[src/rtl/fetch_unit_pkg.sv]
// Shared constants for the instruction fetch stage: FSM state encoding,
// the canonical NOP word, RV32I major opcodes and small address helpers.
package fetch_unit_pkg;

   // Fetch FSM states. imem_req is asserted exactly in ST_FETCH and ST_KILL.
   typedef enum logic [1:0] {
      ST_IDLE  = 2'd0,   // one cycle after reset before the first request
      ST_FETCH = 2'd1,   // request outstanding, data will be used
      ST_HOLD  = 2'd2,   // word parked in the hold buffer, IF/ID stalled
      ST_KILL  = 2'd3    // request outstanding, data will be dropped
   } fetch_state_t;

   // Canonical NOP: addi x0, x0, 0.
   localparam logic [31:0] NOP_INSTR = 32'h0000_0013;

   // Sequential fetch stride in bytes.
   localparam logic [31:0] PC_STEP = 32'd4;

   // RV32I major opcodes (instr[6:0]) consumed by the ID decoder.
   localparam logic [6:0] OPC_LOAD     = 7'b000_0011;
   localparam logic [6:0] OPC_MISC_MEM = 7'b000_1111;
   localparam logic [6:0] OPC_OP_IMM   = 7'b001_0011;
   localparam logic [6:0] OPC_AUIPC    = 7'b001_0111;
   localparam logic [6:0] OPC_STORE    = 7'b010_0011;
   localparam logic [6:0] OPC_OP       = 7'b011_0011;
   localparam logic [6:0] OPC_LUI      = 7'b011_0111;
   localparam logic [6:0] OPC_BRANCH   = 7'b110_0011;
   localparam logic [6:0] OPC_JALR     = 7'b110_0111;
   localparam logic [6:0] OPC_JAL      = 7'b110_1111;
   localparam logic [6:0] OPC_SYSTEM   = 7'b111_0011;

   // Force an address onto a word boundary; redirect targets may carry
   // stray low bits from the ALU.
   function automatic logic [31:0] word_align(input logic [31:0] addr);
      return {addr[31:2], 2'b00};
   endfunction

endpackage

[src/rtl/fetch_hold_buf.sv]
// One-entry skid buffer for the fetch stage. It parks a returned word and
// its address when the IF/ID register is full and the decoder is stalled.
module fetch_hold_buf
   import fetch_unit_pkg::*;
(
   input  logic        clk,
   input  logic        reset_n,
   input  logic        i_load,    // capture i_data / i_pc, mark full
   input  logic        i_clear,   // drop contents (flush or drain); wins over load
   input  logic [31:0] i_data,
   input  logic [31:0] i_pc,
   output logic [31:0] o_data,
   output logic [31:0] o_pc,
   output logic        o_full
);

   logic [31:0] r_data;
   logic [31:0] r_pc;
   logic        r_full;

   // Capture or drop the parked word; a flush must never leave it valid.
   always_ff @(posedge clk or negedge reset_n) begin
      if (!reset_n) begin
         // NOTE: the data/pc fields are reset too (to a harmless NOP) even
         // though only r_full is architecturally needed; a single entry is
         // cheap and it keeps X out of the IF/ID path in simulation.
         r_data <= NOP_INSTR;
         r_pc   <= '0;
         r_full <= 1'b0;
      end else if (i_clear) begin
         r_full <= 1'b0;
      end else if (i_load) begin
         // NOTE: state is updated with non-blocking assignments so every
         // register samples pre-edge values regardless of statement order.
         r_data <= i_data;
         r_pc   <= i_pc;
         r_full <= 1'b1;
      end
   end

   assign o_data = r_data;
   assign o_pc   = r_pc;
   assign o_full = r_full;

endmodule

[src/rtl/fetch_unit.sv]
// Instruction fetch stage. Issues one word-aligned read at a time to the
// instruction memory, delivers words in program order into the IF/ID
// register, absorbs one word of decoder back-pressure in a hold buffer and
// flushes on redirects, dropping the data of any request already in flight.
module fetch_unit
   import fetch_unit_pkg::*;
#(
   parameter logic [31:0] RESET_PC = 32'h0000_0000
)
(
   input  logic        clk,
   input  logic        reset_n,
   input  logic        stall,
   input  logic        redirect_valid,
   input  logic [31:0] redirect_pc,
   output logic        imem_req,
   output logic [31:0] imem_addr,
   input  logic        imem_ready,
   input  logic [31:0] imem_rdata,
   output logic [31:0] instr_out,
   output logic [31:0] pc_out,
   output logic [31:0] pc_plus4_out,
   output logic        valid_out
);

   // FSM and address registers
   fetch_state_t r_state;
   logic [31:0]  r_fetch_pc;   // next address fetching should resume from
   logic [31:0]  r_req_addr;   // address of the outstanding request

   // IF/ID register
   logic [31:0]  r_instr;
   logic [31:0]  r_pc;
   logic [31:0]  r_pc4;
   logic         r_valid;

   // Derived values
   logic [31:0]  w_redirect_target;
   logic [31:0]  w_req_next;
   logic         w_consume;
   logic         w_ifid_free;

   // Hold buffer interface
   logic         w_hold_load;
   logic         w_hold_clear;
   logic [31:0]  w_hold_data;
   logic [31:0]  w_hold_pc;
   logic         w_hold_full;

   assign w_redirect_target = word_align(redirect_pc);
   assign w_req_next        = r_req_addr + PC_STEP;   // wraps modulo 2^32
   assign w_consume         = r_valid && !stall;
   assign w_ifid_free       = !r_valid || !stall;

   fetch_hold_buf u_hold_buf (
      .clk     (clk),
      .reset_n (reset_n),
      .i_load  (w_hold_load),
      .i_clear (w_hold_clear),
      .i_data  (imem_rdata),
      .i_pc    (r_req_addr),
      .o_data  (w_hold_data),
      .o_pc    (w_hold_pc),
      .o_full  (w_hold_full)
   );

   // Decide when the hold buffer parks a word and when it is emptied.
   always_comb begin
      // NOTE: every output of this block gets a default first so no path
      // through the case leaves it unassigned (which would infer a latch).
      w_hold_load  = 1'b0;
      w_hold_clear = 1'b0;
      if (redirect_valid) begin
         w_hold_clear = 1'b1;
      end else begin
         case (r_state)
            ST_FETCH: w_hold_load  = imem_ready && !w_ifid_free;
            ST_HOLD:  w_hold_clear = !stall;
            default:  ;
         endcase
      end
   end

   // Fetch FSM together with the address and IF/ID registers.
   always_ff @(posedge clk or negedge reset_n) begin
      if (!reset_n) begin
         r_state    <= ST_IDLE;
         r_fetch_pc <= RESET_PC;
         r_req_addr <= RESET_PC;
         r_instr    <= '0;
         r_pc       <= '0;
         r_pc4      <= '0;
         r_valid    <= 1'b0;
      end else begin
         // ID took the current instruction; later assignments reload it.
         if (w_consume) begin
            r_valid <= 1'b0;
         end

         if (redirect_valid) begin
            // Redirect outranks stall and imem_ready: flush and refetch.
            r_valid    <= 1'b0;
            r_fetch_pc <= w_redirect_target;
            case (r_state)
               ST_IDLE, ST_HOLD: begin
                  r_req_addr <= w_redirect_target;
                  r_state    <= ST_FETCH;
               end
               ST_FETCH: begin
                  if (imem_ready) begin
                     // Request finishes now; drop its data, reissue at once.
                     r_req_addr <= w_redirect_target;
                     r_state    <= ST_FETCH;
                  end else begin
                     // Keep the old address stable until the memory answers.
                     r_state <= ST_KILL;
                  end
               end
               default: begin
                  // Already killing: only the resume address moves.
                  r_state <= ST_KILL;
               end
            endcase
         end else begin
            case (r_state)
               ST_IDLE: begin
                  r_req_addr <= r_fetch_pc;
                  r_state    <= ST_FETCH;
               end

               ST_FETCH: begin
                  if (imem_ready) begin
                     r_fetch_pc <= w_req_next;
                     if (w_ifid_free) begin
                        r_instr    <= imem_rdata;
                        r_pc       <= r_req_addr;
                        r_pc4      <= w_req_next;
                        r_valid    <= 1'b1;
                        r_req_addr <= w_req_next;
                     end else begin
                        // Word parked in the hold buffer this edge.
                        r_state <= ST_HOLD;
                     end
                  end
               end

               ST_HOLD: begin
                  if (!stall) begin
                     if (w_hold_full) begin
                        r_instr <= w_hold_data;
                        r_pc    <= w_hold_pc;
                        r_pc4   <= w_hold_pc + PC_STEP;
                        r_valid <= 1'b1;
                     end
                     r_req_addr <= r_fetch_pc;
                     r_state    <= ST_FETCH;
                  end
               end

               default: begin
                  // ST_KILL: wait out the stale request, then resume.
                  if (imem_ready) begin
                     r_req_addr <= r_fetch_pc;
                     r_state    <= ST_FETCH;
                  end
               end
            endcase
         end
      end
   end

   assign imem_req     = (r_state == ST_FETCH) || (r_state == ST_KILL);
   assign imem_addr    = r_req_addr;
   assign instr_out    = r_instr;
   assign pc_out       = r_pc;
   assign pc_plus4_out = r_pc4;
   assign valid_out    = r_valid;

endmodule

[config.mk]
export PLATFORM = sky130hd
export DESIGN_NAME = fetch_unit
export DESIGN_NICKNAME = d
export VERILOG_FILES = /design/src/rtl/fetch_unit_pkg.sv /design/src/rtl/fetch_hold_buf.sv /design/src/rtl/fetch_unit.sv
export SDC_FILE = /design/constraint.sdc
export NUM_CORES = 1
export LEC_CHECK = 0
export CELL_PAD_IN_SITES_DETAIL_PLACEMENT = 1
export CELL_PAD_IN_SITES_GLOBAL_PLACEMENT = 1
export CORE_MARGIN = 5
export CORE_UTILIZATION = 42
export DETAILED_ROUTE_END_ITERATION = 10
export GPL_ROUTABILITY_DRIVEN = 0
export GPL_TIMING_DRIVEN = 0
export HOLD_SLACK_MARGIN = 0.05
export PLACE_DENSITY = 0.82
export SYNTH_ARGS = -nofsm -noshare
export SYNTH_HDL_FRONTEND = slang
export SYNTH_HIERARCHICAL = 1
export SYNTH_SLANG_ARGS = --single-unit
[constraint.sdc]
create_clock -name clk -period 3.06 [get_ports clk]
set_clock_uncertainty 0.05 [all_clocks]
set_input_delay 0.612 -clock clk [delete_from_list [all_inputs] [get_ports clk]]
set_output_delay 0.612 -clock clk [all_outputs]
set_load 0.02 [all_outputs]
# Yosys cells after proc, flatten, opt, wreduce, memory -nomap -nowiden
# Index checks and enable logic that the tools add are counted.
dict set report totals {
  in_bits 69
  ff_bits 228
}
dict set report op_classes {
  n_addsub 2
  n_reduce_logical 19
  mux 45
  bitwise_logic 2
  n_eq_ne 12
}
# cell count
set op_table {}
lappend op_table {{32-bit 2-to-1 mux} 19}
lappend op_table {{32-bit one-hot mux with 2 select lines} 4}
lappend op_table {{32-bit one-hot mux with 3 select lines} 1}
lappend op_table {{32-bit by 3-bit adder with 32-bit output (second input constant)} 2}
lappend op_table {{1-bit 2-to-1 mux} 12}
lappend op_table {{2-bit 2-to-1 mux} 6}
lappend op_table {{3-bit != test (second input constant)} 4}
lappend op_table {{2-bit nonzero test} 4}
lappend op_table {{2-bit != test (second input constant)} 3}
lappend op_table {{2-bit one-hot mux with 3 select lines} 1}
lappend op_table {{6-bit AND reduction} 1}
lappend op_table {{5-bit AND reduction} 1}
lappend op_table {{2-bit == test (second input constant)} 2}
lappend op_table {{2-bit one-hot mux with 2 select lines} 1}
lappend op_table {{2-bit AND reduction} 2}
lappend op_table {{4-bit AND reduction} 1}
lappend op_table {{4-bit nonzero test} 1}
lappend op_table {{1-bit zero test} 3}
lappend op_table {{3-bit by 1-bit != test with 1-bit output (second input constant)} 1}
lappend op_table {{2-bit by 1-bit == test with 1-bit output (second input constant)} 1}
lappend op_table {{1-bit logical AND} 2}
lappend op_table {{2-bit zero test} 1}
lappend op_table {{1-bit logical OR} 2}
lappend op_table {{2-bit by 1-bit != test with 1-bit output (second input constant)} 1}
lappend op_table {{3 further kinds} 4}

# Longest topological paths before layout
# Gate-level depths: netlist of the first run.
dict set report depth {
  depth_word 8
  depth_mapped 11
  depth_no_buf 7
}

# Hierarchy
# The synthesis of the first run kept the hierarchy.
# mod area_each_um2 cells_per_inst seq_area_each_um2 instances
set modules_own_cells {}
lappend modules_own_cells {fetch_unit 8941.1 999 4028.9 1}
lappend modules_own_cells {fetch_hold_buf 2737.6 139 1630.3 1}

# Least setup slack after synthesis of the first run
# OpenSTA, ideal clock, no wires.
dict set report synth_timing {
  kind {register -> register}
  from {register r_req_addr[2], in the netlist imem_addr[2]}
  to {register r_req_addr[26], in the netlist imem_addr[26]}
  arrival_time_ps 2381
  synth_period_minus_slack_ps 2515
  path_slack_ps 545
  path_buffers 0
  stages_incl_launch_ff 7
  path_cell_list {dfrtp_1 -> ha_1 -> nand2_1 -> or4_1 -> or4_4 -> o31a_1 -> o22ai_1}
}
dict set report synth_via {
  elab_chain_cells 5
}
# element line_no
set synth_lines {}
lappend synth_lines {{from (decl)} fetch_unit.sv:29} ;# logic [31:0] r_req_addr;
lappend synth_lines {{from (signal assigned)} fetch_unit.sv:106} ;# r_req_addr <= w_redirect_target;
lappend synth_lines {{from (signal assigned)} fetch_unit.sv:112} ;# r_req_addr <= w_redirect_target;
lappend synth_lines {{from (signal assigned)} fetch_unit.sv:127} ;# r_req_addr <= r_fetch_pc;
lappend synth_lines {{32-bit by 3-bit adder with 32-bit output} fetch_unit.sv:51} ;# assign w_req_next = r_req_addr + PC_STEP;
lappend synth_lines {{32-bit 2-to-1 mux} fetch_unit.sv:134} ;# if (w_ifid_free) begin
lappend synth_lines {{32-bit 2-to-1 mux} fetch_unit.sv:132} ;# if (imem_ready) begin
lappend synth_lines {{32-bit one-hot mux with 3 select lines} fetch_unit.sv:125} ;# case (r_state)
lappend synth_lines {{32-bit 2-to-1 mux} fetch_unit.sv:100} ;# if (redirect_valid) begin
# Every way passes these cells. The select of a mux whose other input is x is not followed.
# A chain may end at the register's enable or synchronous reset.

# Final worst setup path of the first run
dict set report layout_timing {
  from {register r_req_addr[2], in the netlist imem_addr[2]}
  to {register r_pc4[28], in the netlist pc_plus4_out[28]}
}
dict set report layout_via {
  elab_chain_cells 4
}
# element line_no
set layout_lines {}
lappend layout_lines {{32-bit by 3-bit adder with 32-bit output} fetch_unit.sv:51}
lappend layout_lines {{32-bit 2-to-1 mux} fetch_unit.sv:134}
lappend layout_lines {{32-bit 2-to-1 mux} fetch_unit.sv:132}
lappend layout_lines {{32-bit one-hot mux with 2 select lines} fetch_unit.sv:125}
lappend layout_lines {{to (signal assigned)} fetch_unit.sv:137} ;# r_pc4 <= w_req_next;
lappend layout_lines {{to (signal assigned)} fetch_unit.sv:152} ;# r_pc4 <= w_hold_pc + PC_STEP;
lappend layout_lines {{to (decl)} fetch_unit.sv:34} ;# logic [31:0] r_pc4;
# Every way passes these cells. The select of a mux whose other input is x is not followed.

==> summary by stage, run 1 <==
CTS
TritonCTS built the clock tree. The deepest clock path buffer count is 3. The H-tree depth is 1. The count of hold buffers inserted by post-cts repair is 0. The CTS clock-pin slew for the worst setup and hold paths is 0.06 ns. TritonCTS created 26 clock buffers. The clock reaches the later pin of the worst-skew pair after 0.54 ns. The CTS sink count is 226. In this run the clock root is driven by a clkbuf_16.

Yosys
The largest total area in the synthesized netlist belongs to dfrtp_1. The number of register bits inferred by synthesis is 226. The fraction of synthesized cell area taken by the top area cell type is 0.478. The register area share after synthesis is 0.485.

The main flop type after synthesis is dfrtp_1. Ranked by total cell area, the synthesized netlist is headed by dfrtp_1, mux2_4, mux2i_1. The mean cell area of the mapped netlist is 10.3 sq um. The proportion of register bits with asynchronous set or reset after synthesis is 1.00. The count of yosys warnings during synthesis is 6. In this run, synthesis inferred 0 flip-flops with an integrated enable.

The net count after synthesis is 1213. The synthesized instance count is 1138. The post-synthesis cell area is 11700 sq um. The synthesized netlist contains 61 unique library cells.

STA
The post-route worst setup slack is 0.120 ns. The achievable clock frequency is 340 MHz. The transition at the pin with the smallest max-transition slack is 1.03 ns.

The number of slew-limit violations in the final report is 0. Setup repair after global routing left no endpoint under its margin. The relative max-transition margin is 0.310.

The number of hold violations in the final report is 0. The final critical-path required period is 2.94 ns. The share of the clock period used by the worst path is 0.961. Setup violations remaining at the end of the flow were counted as 0.

Worst setup path
The critical path in this run is classified as flop to flop. The kind of capture point of the worst setup path is a flop. In this design, the stage delay of the slowest critical-path cell is 0.66 ns.

The critical path goes through ha_1 > nand2_1 > or4_1 > buf_2 > nor3_2 > xnor2_1 > o221ai_1. The data required time of the critical path is 3.38 ns. The worst setup path is launched from a flop. The highest net fanout along the worst path is 10. The arrival time at the worst endpoint is 3.26 ns. The worst-case reg-to-reg path depth is 7. The slowest stage of the critical path is the or4_1 cell.

Pwr
The power per unit of standard cell area is 921 nW/um^2. The highest ir drop seen on vdd is 383 uV. The total power after layout is 14.0 mW. The analysis attributes to cell leakage a power of 6.17 nW.

Placed design
The post-place setup slack is -0.807 ns. The number of placed instances, taps included, is 1714. The post-placement cell area is 14200 sq um. The estimated wirelength of the detail-placed design is 29.9 mm. Port buffering added 196 buffers.

Cells and area
The final layout contains 1437 nets. The filler-free cell count of the finished design is 1760. The area growth from synthesis to final layout is 29.7%. The footprint of the flip-flops and latches is 5660 sq um. The cell area after layout is 15100 sq um.

The area used by multi-input combinational logic is 5550 sq um. The antenna diode count is 0. In the final layout, the share of cells above drive strength 1 is 0.119. The filler cells instantiated in the layout total 3053.

Floorplanning
The die is 177 um tall. 199 I/O pins were placed. The die covers 31200 sq um. The effective utilization at floorplan is 0.423. The die boundary width is 177 um.

After floorplanning, the core was divided into 61 placement rows. The core box area is 27600 sq um.

Detailed routing
The detailed-route DRC error count is 0. The detailed-router iteration count before antenna repair is 5. The count of routing violations after the opening detailed-route iteration is 800.

Dividing the detail-routed wire length by the instance count gives 23.7 um. In this run the remaining antenna-violating nets after routing total 0. The ratio of routed vias to standard cells is 5.79. The total via count in the routed design is 10188. The routed wire length is 41.7 mm.

Global routing
The first-pass GRT wire length is 64.2 mm. The number of global-route vias before repair is 10963. The number of antenna violations at the first check in global routing was 0.

The maximum number of pins on one net before global-route repair is 116. The total overflow reported by the global router is 0. Across every metal layer, demand over resource in global routing totals 0.261.

Job
Max-cap violations in this run came to 0.

Min path
The worst hold path belongs to the class input pin to async pin.

Run status
The flow ran to the end, and the final reports show no timing, DRC or antenna violations.
==> where the power goes <==
part	switching [mW]	leakage (nW)	internal [mW]
combinational	3.21	2.81	2.38
clock	1.30	0.467	2.07
sequential	1.03	2.88	3.95
==> cell usage after synthesis, drive strengths merged (4+ instances only) <==
master	count
nand2b	4
and2	7
a21oi	32
mux2i	82
ha	6
nand4	10
a222oi	6
o22ai	10
a221oi	4
o211ai	8
nand2	162
or2	4
inv	19
a22oi	4
and3	11
a31oi	14
nor3b	6
mux2	66
nor2	51
nand3	29
and4	8
clkbuf	60
o221ai	13
o21ai	139
buf	23
dfrtp	223
nor3	25
nor4	15
or3	4
o31a	5
o311a	4
a21boi	5
xnor2	23
o21a	6
or4	4
xor2	21
==> cell families (layout without fill, tap and decap cells) <==
kind of cell	after synthesis	in the layout	synth area share
AND/OR/NAND/NOR	343	343	0.139
XOR/XNOR	44	44	0.0330
adder cells (fa/ha/maj)	6	6	0.00643
AO/OA/AOI/OAI	269	269	0.140
buffers and inverters	102	346	0.0438
flip-flops	226	226	0.485
multiplexers	148	148	0.153
==> state kept, by name, summed over array words and instances (netlist names), 2 cells and up <==
register,cells
r_state,2
u_hold_buf/o_pc,32
r_fetch_pc,32
instr_out,32
u_hold_buf/o_data,32
imem_addr,32
pc_plus4_out,30
pc_out,32
==> metrics by stage <==
step	util	hold slack, ns	TNS, ns
3_3_place_gp	0.511	0.413	-1994.55
5_1_grt	0.548	0.196	0
4_1_cts	0.547	0.164	-0.00401
3_5_place_dp	0.512	0.420	-63.16
2_1_floorplan	-	0.266	0
6_report	0.548	0.131	0
==> final timing paths <==
kind	from	endpoint	slack, ns
max in group asynchronous	reset_n	imem_addr[2]	1.75
min in group clk	instr_out[25]	instr_out[25]	0.43
worst max register to register	imem_addr[2]	pc_plus4_out[28]	0.12
worst min-delay path	reset_n	instr_out[4]	0.13
worst min register to register	instr_out[25]	instr_out[25]	0.43
worst max-delay path	imem_addr[2]	pc_plus4_out[28]	0.12
==> layout by cell type, fill, tap and decap left out, types with 21 or more instances in the layout <==
cell | Yosys | layout
mux2_4 | 60 | 60
o21ai_0 | 139 | 139
nor2_1 | 51 | 51
clkbuf_16 | 0 | 27
xor2_1 | 21 | 21
mux2i_1 | 82 | 82
dfrtp_1 | 223 | 221
nor3_1 | 25 | 24
clkbuf_1 | 60 | 53
nand3_1 | 28 | 28
clkdlybuf4s50_1 | 0 | 194
a21oi_1 | 32 | 32
nand2_1 | 162 | 162
xnor2_1 | 23 | 22
==> repair_timing <==
| action | 4_1_cts | 5_1_grt |
|---|---|---|
| endpoints found under the setup margin | 120 | 133 |
| buffers inserted | 0 | 1 |
| resized for setup | 15 | 12 |
==> worst max-delay path: cells and delay by family (launching register included) <==
| family | cells | cell delay, ns |
|---|---|---|
| adder cells (fa/ha/maj) | 1 | 0.27 |
| AO/OA/AOI/OAI | 1 | 0.21 |
| buffers and inverters | 1 | 0.25 |
| XOR/XNOR | 1 | 0.31 |
| flip-flops | 1 | 0.50 |
| AND/OR/NAND/NOR | 3 | 1.17 |
==> metal layers <==
layer,track usage,part of all wire
met1,0.342,0.42
met2,0.437,0.48
met3,0.0451,0.062
met4,0.0925,0.036
met5,0,0
==> layout make-up <==
type,instances,area share
plain buffers,80,0.0295
clock buffers,39,0.0535
clock inverters,9,0.00793
inverters,19,0.00471
multi-input cells,810,0.367
flip-flops and latches,226,0.374
well taps,378,0.0312
repair buffers,199,0.132
No activity file was read; power rests on OpenSTA's default activity.
==> inputs of run 2 (changes only) <==
TNS_END_PERCENT = 50   (was not set)
==> summary by stage, run 2 (synthesized netlist as in run 1, its figures left out) <==
Run status
The run finished with clean final reports.

Floorplanning
Measured along the y axis, the die boundary spans 177 um. The effective utilization at floorplan is 0.423. The die covers 31200 sq um. The core box area is 27600 sq um. The die is 177 um wide. The floorplan has 61 rows. For this design the top-level I/O count stands at 199.

Placed design
Once detailed placement completed, the half-perimeter wirelength came to 29.9 mm. The post-place setup slack is -0.807 ns. Buffers placed on the I/O ports in this run total 196.

Detailed routing
The total via count in the routed design is 10185. Dividing the detail-routed wire length by the instance count gives 23.6 um. For this block, the routed nets add up to 41.5 mm of wire. After detailed routing, the number of vias per cell comes to 5.79. The detailed-route DRC error count is 0. The detailed-router iteration count before antenna repair is 8. The count of routing violations after the opening detailed-route iteration is 798. The detail route stage leaves a number of antenna-violating nets equal to 0.

STA
Counting I/O delays and the setup requirement, the final critical path takes 2.94 ns. The relative max-transition margin is 0.302. The number of slew-limit violations in the final report is 0. The worst-case hold slack is 0.129 ns. The number of endpoints failing setup at the final stage is 0. The number of hold violations in the final report is 0. At the pin with the least slew margin, the transition time is 1.04 ns.

The post-route worst setup slack is 0.124 ns. The share of the clock period used by the worst path is 0.960. The achievable clock frequency is 341 MHz.

Worst setup path
STA classifies the critical path endpoint as a flop. STA puts the critical path data arrival time at 3.29 ns. STA classifies the critical path startpoint as a flop.

The endpoint identified for the worst register-to-register timing path is pc_plus4_out[14]. For the worst flop-to-flop path, the logic depth is 6. The cell type of the slowest stage on the worst timing path is clkbuf_1. Broken down by cell family, the worst path's largest delay share belongs to buffers and inverters. The highest net fanout along the worst path is 10. The worst register-to-register path begins at r_state[0]. For flop-to-flop paths, the worst setup slack is 0.12 ns. At the worst endpoint, the required time is 3.41 ns.

Traced cell by cell, the critical path runs through inv_1 > ha_1 > clkbuf_1 > clkbuf_1 > mux2i_1 > o21ai_0. The peak per-stage delay on the critical path is 0.69 ns. Together, buffers and inverters on the worst path number 3. The cell with the most instances on the worst path is clkbuf_1. The type of the worst setup path is flop to flop.

CTS
The clock tree from TritonCTS is built. In this run the number of H-tree levels came out at 1. The deepest clock path buffer count is 3. The CTS clock-pin slew for the worst setup and hold paths is 0.06 ns. Clock tree synthesis selected as its root buffer the cell clkbuf_16. TritonCTS created 26 clock buffers. At the later pin of the worst-skew pair, clock insertion delay measures 0.54 ns. The count of hold buffers inserted by post-cts repair is 0. The CTS sink count is 226.

Job
The count of max-cap constraint violations is 0.

Cells and area
The area growth from synthesis to final layout is 29.7%. 0 antenna diodes ended up in the layout. The proportion of layout cells with a drive suffix above 1 is 0.118. The filler cells instantiated in the layout total 3049. The number of nets in the finished design is 1436. The library cells used most frequently in the layout, excluding fill and tap cells, are dfrtp_1, clkdlybuf4s50_1, nand2_1. The leading cell type in the layout, fill and taps excluded is dfrtp_1.

Global routing
The number of global-route vias before repair is 10963. The first global-routing pass estimated 64.2 mm of wire. The number of antenna violations at the first check in global routing is 0. The overall fraction of global-route tracks in use is 0.261.

The maximum number of pins on one net before global-route repair is 116. The total overflow reported by the global router is 0.

Pwr
The reported leakage power is 6.16 nW. The power per unit of standard cell area is 921 nW/um^2. Across the VDD grid, the largest voltage drop is 388 uV.

Min path
The classification of the worst-slack hold path is input pin to async pin.
==> run 2: cell count changes in the layout (fill, tap and decap cells not counted) <==
cell   before  now
buf_4       4    3
ha_2        1    0
ha_4        0    1
==> run 2: worst max path at each step <==
stage                 startpoint               end  depth (start not counted)
finish                r_state[0]  pc_plus4_out[14]                          6
global placement         reset_n     r_fetch_pc[4]                          1
CTS                   r_state[0]     imem_addr[17]                         10
detailed placement         stall  pc_plus4_out[14]                          8
global route          r_state[0]      imem_addr[2]                          9
floorplan           imem_addr[2]     imem_addr[26]                          6
==> run 2: final cells by class <==
| type | instances | area [sq um] | share of cell area |
|---|---|---|---|
| tap | 378 | 473 | 0.0312 |
| inverter | 19 | 71.3 | 0.00471 |
| timing repair buffer | 198 | 2000 | 0.132 |
| clock inverter | 9 | 120 | 0.00793 |
| sequential | 226 | 5660 | 0.374 |
| buffer | 80 | 447 | 0.0295 |
| clock buffer | 39 | 811 | 0.0535 |
| multi-input combinational | 810 | 5560 | 0.367 |
==> run 2: power by group <==
group / internal, mW / switching [mW] / total, mW / leakage (nW)
sequential: 3.95 / 1.03 / 4.98 / 2.88
clock: 2.07 / 1.30 / 3.37 / 0.467
combinational: 2.38 / 3.21 / 5.59 / 2.81
total: 8.40 / 5.54 / 13.9 / 6.16
==> run 2: metrics by stage <==
step | TNS [ns] | utilization | std cells | cell area [sq um] | power, mW
finish | 0 | 0.548 | 1759 | 15100 | 13.9
global route | -0.0150 | 0.548 | 1759 | 15100 | 14.6
CTS | -0.00401 | 0.547 | 1761 | 15100 | 14.0
detailed placement | -63.16 | 0.512 | 1714 | 14200 | 10.5
global placement | -1994.55 | 0.511 | 1712 | 14100 | 10.3
floorplan | 0 | - | 1138 | 11700 | 7.50
==> run 2: repair_timing <==
item / in CTS / in global routing
gates resized for setup: 15 / 13
setup endpoints to repair: 120 / 133
gates cloned: 0 / 0
buffers inserted: 0 / 0
==> run 2: layer usage <==
layer	track usage	routed length, um	vias up	share of wire
met5	0	0	-	0
met4	0.0925	1440	0	0.035
met3	0.0451	2560	83	0.062
met2	0.437	19900	373	0.48
met1	0.342	17600	5210	0.42
li1	-	-	4519	-
